File: src/rtl/fft_pkg.sv
// Shared constants and FSM encoding for the host-side FFT stream adapter.
package fft_pkg;

    localparam int FFT_DW    = 16;
    localparam int FFT_BEATS = 8;
    localparam int FFT_STALL = 3;

    typedef enum logic [2:0] {
        S_IDLE    = 3'd0,
        S_START   = 3'd1,
        S_FEED    = 3'd2,
        S_WAIT    = 3'd3,
        S_COLLECT = 3'd4,
        S_COOL    = 3'd5
    } fft_state_t;

endpackage

File: src/rtl/fft_obuf.sv
// Synchronous FIFO holding captured result pairs; reads as zero when empty.
module fft_obuf #(
    parameter int W     = 65,
    parameter int DEPTH = 16,
    localparam int AW   = $clog2(DEPTH),
    localparam int CW   = $clog2(DEPTH + 1)
) (
    input  logic          CLK,
    input  logic          RSTn,
    input  logic          push_i,
    input  logic [W-1:0]  wdata_i,
    input  logic          pop_i,
    output logic [W-1:0]  rdata_o,
    output logic [CW-1:0] count_o,
    output logic [CW-1:0] free_o
);

    logic [W-1:0]  mem_q [DEPTH];
    logic [AW-1:0] wr_q;
    logic [AW-1:0] rd_q;
    logic [CW-1:0] cnt_q;
    logic          do_push_s;
    logic          do_pop_s;

    assign do_push_s = push_i && (cnt_q != CW'(DEPTH));
    assign do_pop_s  = pop_i && (cnt_q != '0);

    // Pointer and occupancy tracking
    always_ff @(posedge CLK or negedge RSTn) begin
        if (!RSTn) begin
            wr_q  <= '0;
            rd_q  <= '0;
            cnt_q <= '0;
        end else begin
            if (do_push_s) begin
                wr_q <= (wr_q == AW'(DEPTH - 1)) ? '0 : wr_q + AW'(1);
            end
            if (do_pop_s) begin
                rd_q <= (rd_q == AW'(DEPTH - 1)) ? '0 : rd_q + AW'(1);
            end
            case ({do_push_s, do_pop_s})
                2'b10:   cnt_q <= cnt_q + CW'(1);
                2'b01:   cnt_q <= cnt_q - CW'(1);
                default: cnt_q <= cnt_q;
            endcase
        end
    end

    // Storage array
    always_ff @(posedge CLK) begin
        if (do_push_s) begin
            mem_q[wr_q] <= wdata_i;
        end
    end

    assign rdata_o = (cnt_q == '0) ? '0 : mem_q[rd_q];
    assign count_o = cnt_q;
    assign free_o  = CW'(DEPTH) - cnt_q;

endmodule

File: src/rtl/fft_host_if.sv
// Buffers one input frame, feeds it to the FFT core after START, and captures
// the core's unstallable DONE-window results into an output FIFO.
module fft_host_if
    import fft_pkg::*;
#(
    parameter int DW         = FFT_DW,
    parameter int OUT_LAT    = 1,
    parameter int OBUF_DEPTH = 16
) (
    input  logic          CLK,
    input  logic          RSTn,
    input  logic          s_valid,
    output logic          s_ready,
    input  logic [2*DW-1:0] s_data0,
    input  logic [2*DW-1:0] s_data1,
    input  logic          s_last,
    output logic          m_valid,
    input  logic          m_ready,
    output logic [2*DW-1:0] m_data0,
    output logic [2*DW-1:0] m_data1,
    output logic          m_last,
    output logic          core_start,
    output logic [2*DW-1:0] core_din0,
    output logic [2*DW-1:0] core_din1,
    input  logic          core_done,
    input  logic [2*DW-1:0] core_dout0,
    input  logic [2*DW-1:0] core_dout1,
    output logic          frame_err,
    output logic          busy
);

    localparam int PW = 2 * DW;
    localparam int OW = 4 * DW + 1;
    localparam int CW = $clog2(OBUF_DEPTH + 1);

    fft_state_t        state_q, state_d;
    logic [2:0]        fcnt_q, fcnt_d;
    logic [1:0]        cool_q, cool_d;
    logic [3:0]        icnt_q;
    logic [2:0]        ibeat_q;
    logic [2:0]        pcnt_q;
    logic              frame_err_q;
    logic [OUT_LAT-1:0] done_pipe_q;
    logic [PW-1:0]     ibuf0_q [FFT_BEATS];
    logic [PW-1:0]     ibuf1_q [FFT_BEATS];

    logic              in_acc_s;
    logic              clr_icnt_s;
    logic              push_s;
    logic              pop_s;
    logic [OW-1:0]     ob_wdata_s;
    logic [OW-1:0]     ob_rdata_s;
    logic [CW-1:0]     ob_count_s;
    logic [CW-1:0]     ob_free_s;

    assign s_ready  = (icnt_q < 4'd8) && (state_q != S_FEED);
    assign in_acc_s = s_valid && s_ready;

    // Input beat counting and sticky framing check
    always_ff @(posedge CLK or negedge RSTn) begin
        if (!RSTn) begin
            icnt_q      <= 4'd0;
            ibeat_q     <= 3'd0;
            frame_err_q <= 1'b0;
        end else begin
            if (clr_icnt_s) begin
                icnt_q <= 4'd0;
            end else if (in_acc_s) begin
                icnt_q <= icnt_q + 4'd1;
            end
            if (in_acc_s) begin
                ibeat_q <= ibeat_q + 3'd1;
                if (s_last != (ibeat_q == 3'd7)) begin
                    frame_err_q <= 1'b1;
                end
            end
        end
    end

    // Input pair RAM; contents are only meaningful while icnt says so
    always_ff @(posedge CLK) begin
        if (in_acc_s) begin
            ibuf0_q[ibeat_q] <= s_data0;
            ibuf1_q[ibeat_q] <= s_data1;
        end
    end

    // FSM, feed/cool counters, DONE delay pipe and push-beat index
    always_ff @(posedge CLK or negedge RSTn) begin
        if (!RSTn) begin
            state_q     <= S_IDLE;
            fcnt_q      <= 3'd0;
            cool_q      <= 2'd0;
            pcnt_q      <= 3'd0;
            done_pipe_q <= '0;
        end else begin
            state_q        <= state_d;
            fcnt_q         <= fcnt_d;
            cool_q         <= cool_d;
            done_pipe_q[0] <= core_done;
            for (int i = 1; i < OUT_LAT; i++) begin
                done_pipe_q[i] <= done_pipe_q[i-1];
            end
            if (push_s) begin
                pcnt_q <= pcnt_q + 3'd1;
            end
        end
    end

    assign push_s = (state_q == S_COLLECT) && done_pipe_q[OUT_LAT-1];

    // Next-state logic; START is gated on room for a whole result frame
    always_comb begin
        state_d    = state_q;
        fcnt_d     = fcnt_q;
        cool_d     = cool_q;
        clr_icnt_s = 1'b0;
        case (state_q)
            S_IDLE: begin
                if ((icnt_q == 4'd8) && (ob_free_s >= CW'(FFT_BEATS))) begin
                    state_d = S_START;
                end else begin
                    state_d = S_IDLE;
                end
            end
            S_START: begin
                state_d = S_FEED;
                fcnt_d  = 3'd0;
            end
            S_FEED: begin
                if (fcnt_q == 3'd7) begin
                    state_d    = S_WAIT;
                    fcnt_d     = 3'd0;
                    clr_icnt_s = 1'b1;
                end else begin
                    fcnt_d = fcnt_q + 3'd1;
                end
            end
            S_WAIT: begin
                if (core_done) begin
                    state_d = S_COLLECT;
                end else begin
                    state_d = S_WAIT;
                end
            end
            S_COLLECT: begin
                if (push_s && (pcnt_q == 3'd7)) begin
                    state_d = S_COOL;
                    cool_d  = 2'd0;
                end else begin
                    state_d = S_COLLECT;
                end
            end
            S_COOL: begin
                if (cool_q == 2'(FFT_STALL - 1)) begin
                    state_d = S_IDLE;
                    cool_d  = 2'd0;
                end else begin
                    cool_d = cool_q + 2'd1;
                end
            end
            default: begin
                state_d = S_IDLE;
            end
        endcase
    end

    assign ob_wdata_s = {(pcnt_q == 3'd7), core_dout0, core_dout1};
    assign pop_s      = m_valid && m_ready;

    fft_obuf #(
        .W     (OW),
        .DEPTH (OBUF_DEPTH)
    ) u_obuf (
        .CLK     (CLK),
        .RSTn    (RSTn),
        .push_i  (push_s),
        .wdata_i (ob_wdata_s),
        .pop_i   (pop_s),
        .rdata_o (ob_rdata_s),
        .count_o (ob_count_s),
        .free_o  (ob_free_s)
    );

    assign m_valid    = (ob_count_s != '0);
    assign m_last     = ob_rdata_s[OW-1];
    assign m_data0    = ob_rdata_s[4*DW-1:2*DW];
    assign m_data1    = ob_rdata_s[2*DW-1:0];
    assign core_start = (state_q == S_START);
    assign core_din0  = (state_q == S_FEED) ? ibuf0_q[fcnt_q] : '0;
    assign core_din1  = (state_q == S_FEED) ? ibuf1_q[fcnt_q] : '0;
    assign frame_err  = frame_err_q;
    assign busy       = (state_q != S_IDLE);

endmodule

File: config.mk
export PLATFORM = sky130hd
export DESIGN_NAME = fft_host_if
export DESIGN_NICKNAME = d
export VERILOG_FILES = /design/src/rtl/fft_pkg.sv /design/src/rtl/fft_obuf.sv /design/src/rtl/fft_host_if.sv
export SDC_FILE = /design/constraint.sdc
export NUM_CORES = 2
export LEC_CHECK = 0
export BUFFER_PORTS_ARGS = -buffer_cell sky130_fd_sc_hd__buf_4
export CAP_MARGIN = 10
export CORE_MARGIN = 1.5
export CORE_UTILIZATION = 45
export DETAILED_ROUTE_END_ITERATION = 12
export GPL_TIMING_DRIVEN = 0
export HOLD_SLACK_MARGIN = 0.03
export PLACE_DENSITY = 0.74
export SYNTH_ARGS = -nofsm -noshare
export SYNTH_HDL_FRONTEND = slang
export SYNTH_HIERARCHICAL = 1
export SYNTH_SLANG_ARGS = --single-unit
File: constraint.sdc
create_clock -name CLK -period 7.65 [get_ports CLK]
set_input_delay 1.1475 -clock CLK [delete_from_list [all_inputs] [get_ports CLK]]
set_output_delay 1.1475 -clock CLK [all_outputs]
set_load 0.02 [all_outputs]
==> results.ini <==
[global_route]
track_usage_pct = 20.0
antenna_found_initial = 20
grt_pass1_vias = 30800
grt_max_degree = 49
grt_pass1_wl_mm = 201
gr-total-overflow = 0

[cts]
cts_resized = 0
ctsLongestPathBuffers = 3
cts_buffers = 157
cts_tree = built
clock_sinks = 1585
cts_setup_buffers = 0
clk_pin_slew_worst_paths_ns = 0.06
cts_hold_buf = 0
htreeDepth = 4
clk_latency_ns = 0.80
cts_root_buffer = clkbuf_16

[hold_path]
hold_class = in2async

[timing]
finalSetupViolations = 0
finClkSkew_ns = 0.0584
hold_viol_final = 0
fmax_mhz = 183
final.setup.worst_slack_ns = 2.18
slew_headroom_pct = 27.2
slew_violations = 0
min_period_ns = 5.47
worst_pin_slew_ns = 1.09
rsz0062_at_grt = false
post-route-period-util_pct = 71.6

[floorplan]
design.die.area_um2 = 138000
fp.dieH_um = 371
design.core.area_um2 = 134000
rows = 134
io_pins = 268
die_x_um = 371
initial_core_util_pct = 45.5

[synthesis]
yosysWarningCount = 6
syn_avg_cell_area_um2 = 21.6
syn_inst = 2829
syn_nets = 2982
synth_area_um2 = 61000

[placed_design]
portBuffers = 267
hpwl_mm = 84.5
dp_slack_ns = 3.01
place_area_um2 = 66300
place_congestion = 0.769

[final_layout]
nNetsFinal = 3468
final_common_cell = edfxtp_1
fin_area_um2 = 71300
drive_gt1_share_pct = 28.2
syn2layout_area_growth_pct = 17.0
layout_common_cells = edfxtp_1, mux2i_1, buf_4, mux4_2, clkbuf_16

[job]
drv_cap = 0

[critical_path]
critPathCaptureType = primary output
crit_fanout = 10
critPathArrivalTime_ns = 4.33
crit_start = u_obuf/count_o[1]
worstSetupPathType = reg2out
rrSetupSlack_ns = 3.93
r2r-start = u_obuf/count_o[1]
start_kind = flop
crit_required_ns = 6.50

[outcome]
status = completed

[routing]
vias_per_cell = 5.75
wl_per_cell_um = 26.4
first_iter_violations = 3248
first_pass_iters = 5
vias = 30000
finalWirelength_mm = 138
drc_errors = 0
drtAntennaViolNets = 0

[power]
vdd_drop_max_v = 0.000290
power_leakage_nw = 24.1
p_total_w = 0.0253
power_density_nw_per_um2 = 355

[through the flow]
stage	cells	hold WS, ns	TNS, ns	util, %
after global routing	5217	0.327	0	53.2
final	5219	0.329	0	53.2
after detailed placement	4924	0.472	0	49.5
after global placement	4864	0.462	-964.06	48.7
after CTS	5209	0.299	0	53.2
after floorplan	2829	0.448	0	-
[worst max-delay path: stages (launching register included)]
cell      delay (ns)
dfrtp_1         0.36
clkbuf_1        0.31
inv_1           0.08
ha_1            0.18
nor3b_1         0.15
ha_1            0.24
nor2_1          0.15
clkbuf_1        0.82
clkbuf_1        0.55
nand3_1         0.16
o21ai_1         0.33
buf_4           0.24
[report_power, final]
part | internal (W) | switching [W]
logic | 0.00338 | 0.00469
registers | 0.00973 | 0.000113
clock network | 0.00417 | 0.00325
total | 0.0173 | 0.00806
[worst paths after layout]
check / end / cells after the start
hold reg to reg: pcnt_q[0] / 1
setup reg to reg: u_obuf/mem_q[6][63] / 11
max in group asynchronous: u_obuf/count_o[2] / 1
min in group CLK: pcnt_q[0] / 1
setup / recovery: m_data1[8] / 11
hold / removal: u_obuf/rd_q[3] / 1
[layout make-up]
class                      instances  area (µm²)
timing repair buffer             327        3030
fill                            9952       62600
sequential                      1585       47400
multi-input combinational       1073       12600
clock buffer                     191        4110
clock inverter                    94         892
buffer                           160        1030
tap                             1768        2210
inverter                          11        41.3
antenna                           10        25.0
[registers in the layout, indices dropped and copies added, names as in the netlist, 2 cells and up]
name            count
fcnt_q              3
u_obuf/wr_q         4
ibeat_q             3
ibuf0_q           256
state_q             3
ibuf1_q           256
pcnt_q              3
u_obuf/count_o      5
u_obuf/rd_q         4
icnt_q              4
u_obuf/mem_q     1040
cool_q              2
[layer usage]
metal  wire, µm  global-route usage (%)  vias up
met5        149                       0        -
met4       4020                    6.92       24
met3      12500                    5.26      257
met2      67200                    32.3     1314
met1      53700                    26.2    15600
li1           -                       -    12800
(Power assumes the default switching activity.)
